$ cat src/rtl/sqrt_reconstruct.sv
// Rebuilds the radicand root*root + rem from a square-root result. A W-cycle
// shift-add multiplier does the work, and pairs that are not canonical are flagged.
module sqrt_reconstruct #(
    parameter int W = 4
) (
    input  logic             clk,
    input  logic             rst_n,
    input  logic             in_valid,
    output logic             in_ready,
    input  logic [W-1:0]     root,
    input  logic [W:0]       rem,
    output logic             out_valid,
    input  logic             out_ready,
    output logic [2*W-1:0]   value,
    output logic             rem_err,
    output logic [1:0]       state_dbg
);

    // Handshake: a transfer happens on any rising edge where valid and ready
    // are both high. valid does not wait for ready, and a result is held
    // unchanged until it is taken.

    localparam int CW = (W > 1) ? $clog2(W) : 1;

    typedef enum logic [1:0] {
        IDLE = 2'd0,
        MUL  = 2'd1,
        DONE = 2'd2
    } state_t;

    state_t          state;
    logic [2*W-1:0]  mcand;
    logic [W-1:0]    mplier;
    logic [2*W-1:0]  acc;
    logic [CW-1:0]   cnt;

    assign value     = acc;
    assign state_dbg = state;

    always_ff @(posedge clk or negedge rst_n) begin
        if (!rst_n) begin
            state     <= IDLE;
            in_ready  <= 1'b1;
            out_valid <= 1'b0;
            rem_err   <= 1'b0;
            mcand     <= '0;
            mplier    <= '0;
            acc       <= '0;
            cnt       <= '0;
        end else begin
            case (state)
                IDLE: begin
                    if (in_valid) begin
                        mcand    <= (2*W)'(root);
                        mplier   <= root;
                        // rem is added first, so the multiply only has to accumulate root*root.
                        acc      <= (2*W)'(rem);
                        cnt      <= '0;
                        rem_err  <= (rem > {root, 1'b0});
                        in_ready <= 1'b0;
                        state    <= MUL;
                    end
                end
                MUL: begin
                    if (mplier[0]) begin
                        acc <= acc + mcand;
                    end
                    mcand  <= mcand << 1;
                    mplier <= mplier >> 1;
                    cnt    <= cnt + 1'b1;
                    // Fixed W-cycle latency. The loop keeps running after the multiplier empties.
                    if (cnt == CW'(W - 1)) begin
                        out_valid <= 1'b1;
                        state     <= DONE;
                    end
                end
                DONE: begin
                    if (out_ready) begin
                        out_valid <= 1'b0;
                        in_ready  <= 1'b1;
                        state     <= IDLE;
                    end
                end
                default: begin
                    out_valid <= 1'b0;
                    in_ready  <= 1'b1;
                    state     <= IDLE;
                end
            endcase
        end
    end

endmodule

$ cat config.mk
export PLATFORM = sky130hd
export DESIGN_NAME = sqrt_reconstruct
export DESIGN_NICKNAME = d
export VERILOG_FILES = /design/src/rtl/sqrt_reconstruct.sv
export SDC_FILE = /design/constraint.sdc
export NUM_CORES = 1
export LEC_CHECK = 0
export ABC_AREA = 1
export CAP_MARGIN = 20
export CORE_ASPECT_RATIO = 0.6
export CORE_MARGIN = 5
export CORE_UTILIZATION = 41
export CTS_CLUSTER_DIAMETER = 200
export DETAILED_ROUTE_END_ITERATION = 8
export PLACE_DENSITY = 0.67
export SETUP_SLACK_MARGIN = 0.15
export SLEW_MARGIN = 20
export SYNTH_ARGS = -nofsm -noshare
export SYNTH_HDL_FRONTEND = slang
export SYNTH_SLANG_ARGS = --single-unit
$ cat constraint.sdc
create_clock -name clk -period 1.45 [get_ports clk]
set_input_delay 0.2175 -clock clk [delete_from_list [all_inputs] [get_ports clk]]
set_output_delay 0.2175 -clock clk [all_outputs]
set_load 0.005 [all_outputs]
* Word level (Yosys, flattened, before mapping) *
Cells that the tools add are included.

operators by class
  bitwise operators = 2
  magnitude comparators = 1
  add/sub/neg operators = 2
  reduce and logical (&&, ||, !) cells = 8
  equal/unequal tests = 7
  multiplexer cells = 19

operator list
  cell                                                              count
  8-bit one-hot mux with 2 select lines                             2
  8-bit 2-to-1 mux                                                  3
  3-bit AND reduction                                               4
  8-bit adder                                                       1
  2-bit 2-to-1 mux                                                  4
  2-bit != test (second input constant)                             4
  4-bit one-hot mux with 2 select lines                             1
  1-bit one-hot mux with 3 select lines                             2
  2-bit one-hot mux with 3 select lines                             1
  5-bit greater-than comparator                                     1
  2-bit == test (second input constant)                             2
  1-bit 2-to-1 mux                                                  4
  4-bit 2-to-1 mux                                                  1
  2-bit one-hot mux with 2 select lines                             1
  2-bit AND reduction                                               2
  2-bit by 1-bit adder with 2-bit output (second input constant)    1
  2-bit by 1-bit == test with 1-bit output (second input constant)  1
  2-bit logical NOT                                                 1
  1-bit inverter                                                    2
  2-bit nonzero test                                                1

storage, ports and cells
  register bits = 27
  input port bits = 13

* Depth between registers and ports, before layout *
  depth in word-level cells = 3
  depth in mapped cells = 11
  mapped depth without buffers = 11

* Worst setup path after synthesis *
No wires, ideal clock.

  kind = register to register
  from = register acc[0], in the netlist value[0]
  to = register acc[6], in the netlist value[6]
  path slack = -0.061 ns
  buffers on the path = 0
  arrival time = 1.394 ns
  clock period less this slack = 1.511 ns
  stages on the path, launching flop included = 12
  data required time = 1.333 ns
  cells stage by stage = dfrtp_1 ha_1 inv_1 fa_1 inv_1 nand2_1 nand2_1 nand3b_1 nand2_1 nand2_1 nand3_1 nand2_1

between the ends
  longest elaborated chain between the ends = 3

ends and longest elaborated chain
  what                                   RTL line  RTL
  start, declared                        34        logic [2*W-1:0] acc;
  start signal, assigned                 57        acc <= (2*W)'(rem);
  start signal, assigned                 66        acc <= acc + mcand;
  8-bit adder                            66
  8-bit 2-to-1 mux                       65        if (mplier[0]) begin
  8-bit one-hot mux with 2 select lines  51        case (state)

Every way passes these cells. The select of a mux whose other input is x is not followed.
A chain may end at the register's enable or synchronous reset.

* Worst setup path in the final report *
  from = register mcand[0]
  to = register acc[6], in the netlist value[6]

between the ends
  longest elaborated chain between the ends = 3

ends and longest elaborated chain
  what                                   RTL line  RTL
  start, declared                        32        logic [2*W-1:0] mcand;
  start signal, assigned                 54        mcand <= (2*W)'(root);
  start signal, assigned                 68        mcand <= mcand << 1;
  8-bit adder                            66
  8-bit 2-to-1 mux                       65
  8-bit one-hot mux with 2 select lines  51

Every way passes these cells. The select of a mux whose other input is x is not followed.

==> run summary <==
The flow ran to the end, but the final reports show violations. The checks that failed: setup timing. The peak supply drop came out at 1.18 mV. The depth of the most critical reg-to-reg path is 11. The worst slew margin relative to its limit is 81.6%. For the worst setup path, the data arrival time is 1720 ps. The initial antenna violation count is 0. For this run, the number of Yosys warnings is 0. The number of antenna diodes in the final layout is 0. The clock latency on the worst-skew pair came out at 280 ps. The worst setup slack after placement came out at -109 ps. Summed over all layers, the global routing overflow is 0. The worst setup path is launched from a flip-flop. The highest attainable clock frequency came out at 648 MHz. The count of non-filler cells in the finished layout came out at 299.

After detailed routing, the number of vias per cell comes to 4.92. The gate count after technology mapping is 194. The largest net degree at the start of global routing came out at 21. The transition time at the pin with the least slew margin is 276 ps.

The capturing element type of the critical path is a flip-flop. The post-route fraction of the period consumed by the critical path is 106%. The post-detailed-route count of antenna-violating nets came out at 0. Together, buffers and inverters on the worst path number 2.

The initial cell density of the core is 42.4%. The standby leakage power came out at 0.00117 uW. In this run the worst path has a maximum fanout of 3.

TritonCTS built the clock tree. The max-slew violation count was 0. The portion of synthesized cell area occupied by the leading cell type came out at 41.7%. For this run, the post-layout net count is 279. The number of CTS-inserted buffers came out at 3. Walking the worst path, the cells encountered are ha_2 -> inv_2 -> fa_2 -> inv_2 -> nand2_2 -> nand2_2 -> nand3b_1 -> nand2_1 -> nand2_1 -> nand3_1 -> nand2_1. The portion of total power attributed to sequential cells came out at 28.2%. The buffer type at the clock tree root is sky130_fd_sc_hd__clkbuf_8. The half-perimeter wire length of the detailed placement result is 2.99 mm. The first global-routing pass estimated 6.56 mm of wire.

The count of unique library cells instantiated by Yosys came out at 28. The mean area per synthesized cell is 8.04 um^2. By startpoint and endpoint, the worst setup path is classified as reg -> reg. The clock input transition at the sequential cells of the worst setup and hold paths came out at 100 ps. The floorplan die width is 89.6 um. The area of the die is 0.00518 mm^2. The synthesis-to-finish area growth is 44.3%.

The reported net switching power is 2020 uW. The net count after synthesis is 220. The placeable core region came out at 0.00368 mm^2. The per-cell routed wire length came out at 13.0 um. On the final layout, the worst hold slack is 239 ps.

The startpoint of the worst-slack reg-to-reg timing path is mcand[0]. The clock sink total is 27. After detailed routing, the total wire length is 3.90 mm. The cts-stage hold buffer count is 0. The count of final hold-check violations came out at 0. The cell that appears most often on the critical path is sky130_fd_sc_hd__nand2_1.

The number of levels in the clock H-tree is 1. Cell internal power was estimated by the tool at 2790 uW. The minimum clock period came out at 1540 ps. The fraction of power consumed by combinational cells is 62.1%.

In the final layout, the share of cells above drive strength 1 is 26.6%. The worst min-delay path class is in -> async. The final weighted congestion in routability-driven placement is 0.922. The remaining design rule violation count came out at 0. The number of I/O pins is 26.

For flop-to-flop paths, the worst setup slack is -90 ps. After the first detailed-routing iteration, the DRC count stood at 72. Sequential cells were found to cover 43.4% of the synthesized design area. The y dimension of the die is 57.8 um. No sink is reached through more buffers than the 2 on the longest clock path.

The first TritonRoute pass finished after 4 iterations. The number of global-route vias before repair is 1442. The highest cell delay on the worst timing path came out at 370 ps.

STA puts the critical path data required time at 1630 ps. The count of buffers added on input and output ports is 25. The floorplan row count is 17. In this run switching power makes up 42.0% of total power. The number of placed instances with taps included is 281. Max-cap violations in this run came to 0.

The power density relative to cell area is 2140 mW/mm^2. Across all layers, the routed design uses 1470 vias. The synthesized area is 0.00156 mm^2. The worst register-to-register path ends at value[6].

The post-synthesis sequential element count came out at 27. The cell family contributing the most delay on the critical path is adder cells. Summing internal, switching and leakage power gives 4810 uW.

The clock group share of total power is 9.6%. Setup repair after global routing could not meet its margin everywhere. The cell taking the most area after synthesis is sky130_fd_sc_hd__dfrtp_1.

The slowest stage of the critical path is the sky130_fd_sc_hd__dfrtp_1 cell. In the post-synthesis netlist, the biggest area contributors are sky130_fd_sc_hd__dfrtp_1, sky130_fd_sc_hd__nand2_1, sky130_fd_sc_hd__ha_1. The global routing usage summed across all routing layers came out at 16.2%. The worst-case setup margin in the final layout came out at -92.5 ps. Clock skew on the completed layout was measured at 3.12 ps.

The setup violation total in the final timing report is 3.
worst register-to-register path, stage by stage (launching register included):
cell and delay [ps]:
sky130_fd_sc_hd__dfrtp_1 370, sky130_fd_sc_hd__ha_2 190, sky130_fd_sc_hd__inv_2 40, sky130_fd_sc_hd__fa_2 330
sky130_fd_sc_hd__inv_2 60, sky130_fd_sc_hd__nand2_2 50, sky130_fd_sc_hd__nand2_2 80, sky130_fd_sc_hd__nand3b_1 100
sky130_fd_sc_hd__nand2_1 70, sky130_fd_sc_hd__nand2_1 40, sky130_fd_sc_hd__nand3_1 60, sky130_fd_sc_hd__nand2_1 50
per-stage QoR:
stage	setup TNS, ps	utilization, %	instance area (um^2)
6_report	-175	61.2	2250
2_1_floorplan	-26.1	-	1600
4_1_cts	-177	59.4	2190
3_5_place_dp	-353	55.1	2030
5_1_grt	-727	61.2	2250
3_3_place_gp	-216	55.1	2030
worst max-delay path by stage:
stage / start / cells past startpoint / end / slack [ps]
after global placement: root[1] / 9 / rem_err / -90
after global routing: value[0] / 11 / value[6] / -200
final: mcand[0] / 11 / value[6] / -90
after detailed placement: root[1] / 9 / rem_err / -110
after CTS: value[0] / 11 / value[6] / -100
after floorplan: value[0] / 11 / value[6] / -30
per-layer routing:
layer	GRT usage (%)	wire length, um	up-vias
met5	0	0	-
met4	2.76	31	0
met3	4.12	168	7
met2	24.1	1670	22
met1	24.0	2030	697
li1	-	-	744
cells in the mapped netlist, drive strengths merged:
library cell	count
o221ai	1
o22ai	2
a21oi	4
a31oi	2
fa	1
dfrtp	26
or2	3
nor2	12
ha	12
buf	2
a22o	2
o211ai	3
inv	29
nand3b	4
dfstp	1
nand4	1
o21ai	9
xor2	1
nand3	14
nand2	64
a22oi	1
power by group through the flow:
stage	Combinational, uW	Sequential (uW)	Clock, uW
after floorplan	1580	1340	0
after global placement	2590	1350	0
after detailed placement	2650	1360	0
after CTS	2840	1360	479
after global routing	3330	1400	511
final	2990	1360	464
layout make-up:
| class | instances | area [um^2] |
|---|---|---|
| Multi-Input combinational cell | 136 | 871 |
| Clock buffer | 3 | 41.3 |
| Tap cell | 47 | 58.8 |
| Fill cell | 346 | 1430 |
| Inverter | 29 | 111 |
| Sequential cell | 27 | 678 |
| Timing Repair Buffer | 56 | 483 |
| Clock inverter | 1 | 8.76 |
flip-flops by register name, indices dropped and copies added, names as in the netlist:
| name | count |
|---|---|
| cnt | 2 |
| in_ready | 1 |
| mcand | 8 |
| mplier | 4 |
| out_valid | 1 |
| rem_err | 1 |
| state_dbg | 2 |
| value | 8 |
cell usage in the layout, fill, tap and decap left out, drive strengths merged:
cell | Yosys | final
inv | 29 | 30
or2 | 3 | 3
a31oi | 2 | 2
o221ai | 1 | 1
a21oi | 4 | 4
o211ai | 3 | 3
nand3b | 4 | 4
a22o | 2 | 2
clkdlybuf4s50 | 0 | 11
nand3 | 14 | 14
a22oi | 1 | 1
o21ai | 9 | 9
nor2 | 12 | 12
dfrtp | 26 | 26
dlymetal6s2s | 0 | 1
nand4 | 1 | 1
ha | 12 | 12
fa | 1 | 1
dlygate4sd2 | 0 | 8
dfstp | 1 | 1
o22ai | 2 | 2
xor2 | 1 | 1
clkbuf | 0 | 3
clkdlybuf4s15 | 0 | 5
buf | 2 | 31
nand2 | 64 | 64
cell families after synthesis:
family / after synthesis / share of synthesized area, %
AO/OA/AOI/OAI: 24 / 10.1
XOR/XNOR: 1 / 0.561
adder cells (fa/ha/maj): 13 / 10.9
buffers and inverters: 31 / 7.78
flip-flops: 27 / 43.4
AND/OR/NAND/NOR: 98 / 27.3
what timing repair did:
action                                  in CTS  in global routing
endpoints found under the setup margin      20                 13
setup buffers                               10                  4
pin swaps                                   10                  9
gates resized for setup                     23                 13
No activity file was read; power rests on OpenSTA's default activity.
